$ cat src/rtl/jstk_spi_responder.sv
// -----------------------------------------------------------------------------
// jstk_spi_responder
//
// SPI mode-0 slave that imitates a PmodJSTK joystick. On each frame it returns
// five bytes: X[7:0], {6'b0,X[9:8]}, Y[7:0], {6'b0,Y[9:8]}, {5'b0,buttons}.
// The first byte the master sends is an LED command. Its two low bits are
// latched onto `leds` only when bits [7:2] equal CMD_PREFIX.
//
// SS, SCLK and MOSI are oversampled in the clk domain. MISO comes straight from
// a register.
//
// Ports:
//   clk         system clock
//   rst         asynchronous, active-high reset
//   x_pos       joystick X value, 0..1023
//   y_pos       joystick Y value, 0..1023
//   buttons     {btn2, btn1, trigger}
//   SS          slave select, active low
//   SCLK        SPI clock, CPOL=0 / CPHA=0
//   MOSI        master data out
//   MISO        slave data out; 0 whenever no frame is being shifted
//   leds        last accepted LED command bits {LD2, LD1}
//   busy        high from frame start until SS is released
//   frame_done  one-cycle pulse after the 40th SCLK rising edge of a frame
// -----------------------------------------------------------------------------
module jstk_spi_responder #(
   parameter logic [5:0] CMD_PREFIX  = 6'b100000,
   parameter int         SYNC_STAGES = 2
) (
   input  logic       clk,
   input  logic       rst,
   input  logic [9:0] x_pos,
   input  logic [9:0] y_pos,
   input  logic [2:0] buttons,
   input  logic       SS,
   input  logic       SCLK,
   input  logic       MOSI,
   output logic       MISO,
   output logic [1:0] leds,
   output logic       busy,
   output logic       frame_done
);

   typedef enum logic [1:0] {
      ST_IDLE  = 2'd0,
      ST_SHIFT = 2'd1,
      ST_DONE  = 2'd2
   } state_t;

   // ---------------------------------------------------------------------------
   // Input synchronizers plus one delay stage for edge detection
   // ---------------------------------------------------------------------------
   logic [SYNC_STAGES-1:0] ss_sync_q;
   logic [SYNC_STAGES-1:0] sclk_sync_q;
   logic [SYNC_STAGES-1:0] mosi_sync_q;
   logic                   ss_dly_q;
   logic                   sclk_dly_q;

   // The chains reset to 0, so SS held low across a reset is never seen as a
   // new frame start. The master must release SS before the next frame begins.
   always_ff @(posedge clk or posedge rst) begin
      if (rst) begin
         ss_sync_q   <= '0;
         sclk_sync_q <= '0;
         mosi_sync_q <= '0;
         ss_dly_q    <= 1'b0;
         sclk_dly_q  <= 1'b0;
      end else begin
         ss_sync_q   <= {ss_sync_q[SYNC_STAGES-2:0], SS};
         sclk_sync_q <= {sclk_sync_q[SYNC_STAGES-2:0], SCLK};
         mosi_sync_q <= {mosi_sync_q[SYNC_STAGES-2:0], MOSI};
         ss_dly_q    <= ss_sync_q[SYNC_STAGES-1];
         sclk_dly_q  <= sclk_sync_q[SYNC_STAGES-1];
      end
   end

   logic ss_s, sclk_s, mosi_s;
   logic ss_fall, ss_rise, sclk_rise, sclk_fall;

   assign ss_s      = ss_sync_q[SYNC_STAGES-1];
   assign sclk_s    = sclk_sync_q[SYNC_STAGES-1];
   assign mosi_s    = mosi_sync_q[SYNC_STAGES-1];
   assign ss_fall   =  ss_dly_q   & ~ss_s;
   assign ss_rise   = ~ss_dly_q   &  ss_s;
   assign sclk_rise = ~sclk_dly_q &  sclk_s;
   assign sclk_fall =  sclk_dly_q & ~sclk_s;

   // ---------------------------------------------------------------------------
   // Registers
   // ---------------------------------------------------------------------------
   state_t      state_q, state_d;
   logic [39:0] frame_q, frame_d;
   logic [7:0]  tx_q, tx_d;
   logic [7:0]  rx_q, rx_d;
   logic [2:0]  bit_cnt_q, bit_cnt_d;
   logic [2:0]  byte_idx_q, byte_idx_d;
   logic [1:0]  leds_q, leds_d;
   logic        done_q, done_d;
   logic        miso_q, miso_d;

   // A byte completes on the 8th rising edge, which is when the counter is
   // about to wrap from 7 to 0.
   logic byte_end;
   assign byte_end = sclk_rise && (bit_cnt_q == 3'd7);

   // FSM state register
   always_ff @(posedge clk or posedge rst) begin
      if (rst) begin
         state_q <= ST_IDLE;
      end else begin
         state_q <= state_d;
      end
   end

   // FSM next state. SS release beats any SCLK edge in the same cycle.
   always_comb begin
      state_d = state_q;
      if (ss_rise) begin
         state_d = ST_IDLE;
      end else begin
         case (state_q)
            ST_IDLE:  if (ss_fall) state_d = ST_SHIFT;
            ST_SHIFT: if (byte_end && (byte_idx_q == 3'd4)) state_d = ST_DONE;
            default:  state_d = state_q;
         endcase
      end
   end

   // FSM outputs. MISO follows tx bit 7 only while shifting, one cycle behind.
   always_comb begin
      miso_d = (state_q == ST_SHIFT) ? tx_q[7] : 1'b0;
      busy   = (state_q != ST_IDLE);
   end

   // Byte that follows the current one in the snapshot. Indices past the last
   // byte never occur because the FSM leaves SHIFT after byte 4.
   logic [2:0] byte_idx_inc;
   logic [7:0] next_byte;
   assign byte_idx_inc = byte_idx_q + 3'd1;

   always_comb begin
      next_byte = 8'h00;
      case (byte_idx_inc)
         3'd0:    next_byte = frame_q[7:0];
         3'd1:    next_byte = frame_q[15:8];
         3'd2:    next_byte = frame_q[23:16];
         3'd3:    next_byte = frame_q[31:24];
         3'd4:    next_byte = frame_q[39:32];
         default: next_byte = 8'h00;
      endcase
   end

   // Datapath next state
   always_comb begin
      frame_d    = frame_q;
      tx_d       = tx_q;
      rx_d       = rx_q;
      bit_cnt_d  = bit_cnt_q;
      byte_idx_d = byte_idx_q;
      leds_d     = leds_q;
      done_d     = 1'b0;
      if (ss_rise) begin
         // A partial byte is dropped. The LED state is kept.
         rx_d       = 8'h00;
         bit_cnt_d  = 3'd0;
         byte_idx_d = 3'd0;
      end else if ((state_q == ST_IDLE) && ss_fall) begin
         frame_d    = {5'b0, buttons,
                       6'b0, y_pos[9:8], y_pos[7:0],
                       6'b0, x_pos[9:8], x_pos[7:0]};
         tx_d       = x_pos[7:0];
         rx_d       = 8'h00;
         bit_cnt_d  = 3'd0;
         byte_idx_d = 3'd0;
      end else if (state_q == ST_SHIFT) begin
         if (sclk_rise) begin
            rx_d      = {rx_q[6:0], mosi_s};
            bit_cnt_d = bit_cnt_q + 3'd1;
            if (byte_end && (byte_idx_q == 3'd0) && (rx_d[7:2] == CMD_PREFIX)) begin
               leds_d = rx_d[1:0];
            end
            if (byte_end && (byte_idx_q == 3'd4)) begin
               done_d = 1'b1;
            end
         end else if (sclk_fall) begin
            if (bit_cnt_q != 3'd0) begin
               tx_d = {tx_q[6:0], 1'b0};
            end else begin
               byte_idx_d = byte_idx_inc;
               tx_d       = next_byte;
            end
         end
      end
   end

   always_ff @(posedge clk or posedge rst) begin
      if (rst) begin
         frame_q    <= '0;
         tx_q       <= '0;
         rx_q       <= '0;
         bit_cnt_q  <= '0;
         byte_idx_q <= '0;
         leds_q     <= 2'b00;
         done_q     <= 1'b0;
         miso_q     <= 1'b0;
      end else begin
         frame_q    <= frame_d;
         tx_q       <= tx_d;
         rx_q       <= rx_d;
         bit_cnt_q  <= bit_cnt_d;
         byte_idx_q <= byte_idx_d;
         leds_q     <= leds_d;
         done_q     <= done_d;
         miso_q     <= miso_d;
      end
   end

   assign MISO       = miso_q;
   assign leds       = leds_q;
   assign frame_done = done_q;

endmodule

$ cat config.mk
export PLATFORM = sky130hd
export DESIGN_NAME = jstk_spi_responder
export DESIGN_NICKNAME = d
export VERILOG_FILES = /design/src/rtl/jstk_spi_responder.sv
export SDC_FILE = /design/constraint.sdc
export NUM_CORES = 1
export LEC_CHECK = 0
export CORE_AREA = 2 2 92 94
export DETAILED_ROUTE_END_ITERATION = 12
export DIE_AREA = 0 0 94 96
export DONT_BUFFER_PORTS = 1
export HOLD_SLACK_MARGIN = 0.06
export MAX_ROUTING_LAYER = met4
export PLACE_DENSITY = 0.47
export SLEW_MARGIN = 25
export SYNTH_ARGS = -nofsm -noshare
export SYNTH_HDL_FRONTEND = slang
export SYNTH_SLANG_ARGS = --single-unit
$ cat constraint.sdc
create_clock -name clk -period 3 [get_ports clk]
set_input_delay 0.45 -clock clk [delete_from_list [all_inputs] [get_ports clk]]
set_output_delay 0.45 -clock clk [all_outputs]
set_load 0.05 [all_outputs]
Word-level counts from Yosys, hierarchy flattened

Index checks and enable logic that the tools add are counted.

Multiplexer cells: 30
Add/subtract/negate cells: 2
Equal/unequal tests: 13
Reductions and logical operators: 22
Bitwise operators: 10

Operators by type and width:

| kind                | number |
|---|---|
| $mux 8              | 5 |
| $pmux 8 s5          | 1 |
| $mux 3              | 10 |
| $mux 7              | 4 |
| $reduce_bool 3->1   | 5 |
| $eq 3x3->1 const B  | 3 |
| $ne 3x3->1 const B  | 3 |
| $reduce_and 4->1    | 2 |
| $add 3x1->3 const B | 2 |
| $eq 3x2->1 const B  | 2 |
| $eq 6x6->1 const B  | 1 |
| $logic_not 3->1     | 2 |
| $mux 1              | 6 |
| $mux 2              | 3 |
| $not 1->1           | 6 |
| $reduce_bool 2->1   | 3 |
| $logic_and 1x1->1   | 5 |
| $reduce_and 5->1    | 1 |
| $and 1x1->1         | 4 |
| $pmux 2 s2          | 1 |
| $reduce_and 2->1    | 2 |
| $eq 3x1->1 const B  | 1 |
| $ne 3x2->1 const B  | 1 |
| $reduce_and 3->1    | 1 |
| 3 further kinds     | 3 |

Input bits: 28
Word-level logic and storage cells: 91
Flip-flop bits (word level): 58
Output and inout port bits: 5

Depth between registers and ports, before layout

Depth in word-level cells: 9
Mapped depth: 8
Mapped depth without buffers: 6

Worst setup path before layout

OpenSTA, ideal clock, no wires.

Path type: reg-to-reg
Start point: register ss_sync_q[1]
End point: register frame_q[16]
Setup time: 0.125 ns
Required time: 2.875 ns
Period minus slack after synthesis: 1.796 ns
Setup slack: 1.204 ns
Stages on the path, launching flop included: 8
Arrival: 1.671 ns
Buffers on the path: 2
Cells stage by stage: dfrtp_1 inv_1 ha_1 or3b_1 buf_6 nor2_8 buf_12 mux2_4

Word-level cells in the longest chain between the ends: 4
Elaborated cells between the ends (all ways): 6
Those cells by class: 4 x bitwise; 2 x reduce/logical

Ends and longest elaborated chain:

| what                         | line | text |
|---|---|---|
| start: declaration           | 53   | `logic [SYNC_STAGES-1:0] ss_sync_q;` |
| start signal: assignment     | 69   | `ss_sync_q <= {ss_sync_q[SYNC_STAGES-2:0], SS};` |
| $not 1->1                    | 83   | `assign ss_fall = ss_dly_q & ~ss_s;` |
| $and 1x1->1                  | 83   |  |
| $logic_and 1x1->1            | 167  | `end else if ((state_q == ST_IDLE) && ss_fall) begin` |
| $reduce_and 2->1 (no line) * | --   |  |
| end signal: assignment       | 207  | `frame_q <= frame_d;` |
| end: declaration             | 92   | `logic [39:0] frame_q, frame_d;` |

Mark *: on every way between the ends. The rest lies on a longest branch, timed or not.
A chain may end at the register's enable or synchronous reset.

Worst setup path in the final report

Start point: register ss_sync_q[1]
End point: register frame_q[33]

Same word-level chain as after synthesis.

==> impl_metrics.env <==
export IMPL_dp_hpwl_mm=3.78
export IMPL_synth_cell_types=50
export IMPL_vias=1668
export IMPL_postCtsResizedCells=0
export IMPL_drive_gt1_share_pct=22.5
export IMPL_final_fill_count=788
export IMPL_worst_path_max_fanout=25
export IMPL_grt_pass1_vias=1798
export IMPL_n_antenna_cell=0
export IMPL_period_minus_slack_ps=2170
export IMPL_vdd_ir_drop_max_uv=232
export IMPL_fin_skew_ps=9.96
export IMPL_cts_buffers=9
export IMPL_finalNetCount=255
export IMPL_die_h_um=96
export IMPL_startpoint_type="flop"
export IMPL_clock_sinks=58
export IMPL_ys_flop_type="dfrtp_1"
export IMPL_grt_max_degree=26
export IMPL_antenna_left=0
export IMPL_placed_area_um2=2810
export IMPL_p_leak_nw=1.36
export IMPL_max_cap_violations=0
export IMPL_hold_violations=0
export IMPL_min_path_type="in2reg"
export IMPL_cp_end_kind="flop"
export IMPL_core_region_area_um2=8050
export IMPL_regArea_um2=1450
export IMPL_clockRootBuffer="clkbuf_8"
export IMPL_syn_inst=213
export IMPL_syn_area_um2=2740
export IMPL_final_setup_tns_ps=0
export IMPL_postCtsSetupRepairBufs=0
export IMPL_ys_seq_area_share_pct=52.9
export IMPL_antenna_found_initial=0
export IMPL_max_freq_ghz=0.460
export IMPL_instances_no_fill=327
export IMPL_syn_num_nets=251
export IMPL_critical_path_required_ps=3230
export IMPL_yosysMostFrequentCell="dfrtp_1"
export IMPL_setup_viol=0
export IMPL_async_flop_share_pct=100
export IMPL_initial_core_util_pct=34.1
export IMPL_io_buffer_count=0
export IMPL_arrival_ps=2400
export IMPL_syn_to_final_growth_pct=9.99
export IMPL_cts_buffer_depth=2
export IMPL_slew_headroom_pct=54.0
export IMPL_die_w_um=94
export IMPL_cts_clk_slew_worst_paths_ps=80
export IMPL_io_pin_count=33
export IMPL_synth_commonest_cells="58 x dfrtp_1, 17 x mux2_4, 14 x a22o_1, 10 x ha_1, 9 x nor2_1"
export IMPL_avgSynthCellArea_um2=12.9
export IMPL_gp_congestion=0.841
export IMPL_tightest_slew_ps=688
export IMPL_final_area_um2=3020
export IMPL_num_rows=33
export IMPL_yosysWarnings=0
export IMPL_cts_tree="yes"
export IMPL_rsz0062_at_grt="no"
export IMPL_clock_latency_ps=350
export IMPL_yosys_top_cells_area="dfrtp_1 53%, mux2_4 9.3%, ha_1 4.6%, a22o_1 4.5%, mux2_2 2.9%"
export IMPL_outcome="complete, no violations"
export IMPL_wl_mm=5.65
export IMPL_synth_area_leader_cell="dfrtp_1"
export IMPL_powerDensity_nw_per_um2=752
export IMPL_drtIter0Drc=124
export IMPL_die_area_um2=9020
export IMPL_grt_pass1_wl_mm=9.55
export IMPL_gr_total_overflow=0
export IMPL_timing_final_crit_share_pct=72.4
export IMPL_drc=0
export IMPL_multi_input_area_um2=1160
export IMPL_synth_top_area_share_pct=52.9
export IMPL_synth_edff_count=0
export IMPL_crit_type="reg2reg"
export IMPL_total_power_mw=2.27
export IMPL_avgRoutedWirePerCell_um=17.3
export IMPL_first_pass_iters=4
export IMPL_viasPerCell=5.10
export IMPL_rr_worst_depth=5
export IMPL_maxSlewViolCount=0
export IMPL_h_tree_depth=3
export IMPL_holdPathStages=0
export IMPL_place_inst=310
export IMPL_grtUsageTotal_pct=14.5
export IMPL_ys_ff_latch=58
==> where the power goes <==
part / total (mW) / switching, mW / internal [mW] / leakage [nW]
Sequential: 1.07 / 0.122 / 0.952 / 0.727
Combinational: 0.452 / 0.208 / 0.243 / 0.535
Clock: 0.743 / 0.354 / 0.389 / 0.0962
Total: 2.27 / 0.684 / 1.58 / 1.36
==> worst paths after layout <==
kind | from | end | slack [ps]
max | ss_sync_q[1]$_DFF_PP0_ | frame_q[33]$_DFFE_PP0P_ | 830
min | MOSI | mosi_sync_q[0]$_DFF_PP0_ | 120
max reg2reg | ss_sync_q[1]$_DFF_PP0_ | frame_q[33]$_DFFE_PP0P_ | 830
min reg2reg | mosi_sync_q[0]$_DFF_PP0_ | mosi_sync_q[1]$_DFF_PP0_ | 360
max in group asynchronous | rst | tx_q[7]$_DFFE_PP0P_ | 1780
min in group asynchronous | rst | leds[0]$_DFFE_PP0P_ | 530
==> cell usage in the layout (no fill, tap or decap), types with 2 or more instances in the layout <==
cell / Yosys / layout
nor2_1: 9 / 9
nand2_1: 8 / 8
nor3_1: 5 / 5
o31ai_1: 5 / 5
mux2_4: 17 / 17
mux2_1: 2 / 2
dfrtp_1: 58 / 58
a22o_1: 14 / 14
a221oi_1: 5 / 5
nand3b_1: 2 / 2
or3_1: 2 / 2
mux2_2: 7 / 7
buf_4: 0 / 4
ha_1: 10 / 10
clkinvlp_4: 0 / 2
clkbuf_8: 0 / 9
a22oi_1: 3 / 3
o21ai_0: 4 / 4
inv_1: 8 / 7
inv_6: 0 / 2
nor4b_1: 2 / 2
nor2b_1: 4 / 4
nand2b_1: 3 / 3
a21oi_1: 7 / 7
==> layer usage <==
layer  global-route usage (%)  part of all wire [%]  vias to the layer above
li1                         -                     -                      780
met1                     18.7                    48                      838
met2                     20.5                    45                       33
met3                     4.31                   3.7                       17
met4                     7.61                   2.7                        0
met5                        -                     0                        -
==> sequential cells by signal, indices dropped and copies added, names as in the netlist <==
register / cells
leds: 2
rx_q: 7
bit_cnt_q: 3
frame_q: 23
MISO: 1
mosi_sync_q: 2
state_q: 2
ss_sync_q: 2
byte_idx_q: 3
ss_dly_q: 1
sclk_sync_q: 2
sclk_dly_q: 1
tx_q: 8
frame_done: 1
==> logic make-up (layout without fill, tap and decap cells) <==
group / Yosys count / after routing / share of synthesized area (%)
AOI/OAI and AO/OA: 47 / 47 / 12.8
xor gates and xnor gates: 3 / 3 / 1.23
adders and majority gates: 10 / 10 / 4.56
buffers and inverters: 20 / 29 / 4.65
DFF: 58 / 58 / 52.9
muxes: 27 / 27 / 13.4
and+or+nand+nor: 48 / 48 / 10.4
==> critical path, stage by stage, from the launching register on <==
cell and delay, ps:
dfrtp_1 390, inv_1 60, ha_1 180, or3b_1 540, nor2_8 480, mux2_2 400
==> metrics by stage <==
step | hold slack [ps] | worst slack, ps | util [%]
CTS | 101 | 797 | 37.5
floorplan | 331 | 1120 | -
global route | 97.6 | 718 | 37.5
finish | 123 | 828 | 37.5
global placement | 338 | 847 | 34.9
detailed placement | 342 | 802 | 34.9
==> final cells by class <==
cell class | count | area share, %
Timing Repair Buffer | 5 | 1.33
Tap cell | 105 | 4.36
Inverter | 8 | 0.995
Clock inverter | 7 | 2.53
Clock buffer | 9 | 4.11
Sequential cell | 58 | 48.1
Multi-Input combinational cell | 135 | 38.6
==> what timing repair did <==
action                                  4_1_cts  5_1_grt
endpoints found under the setup margin        0        0
hold buffers                                  1        0
hold endpoints to repair                     17        0
No activity file was read; power rests on OpenSTA's default activity.
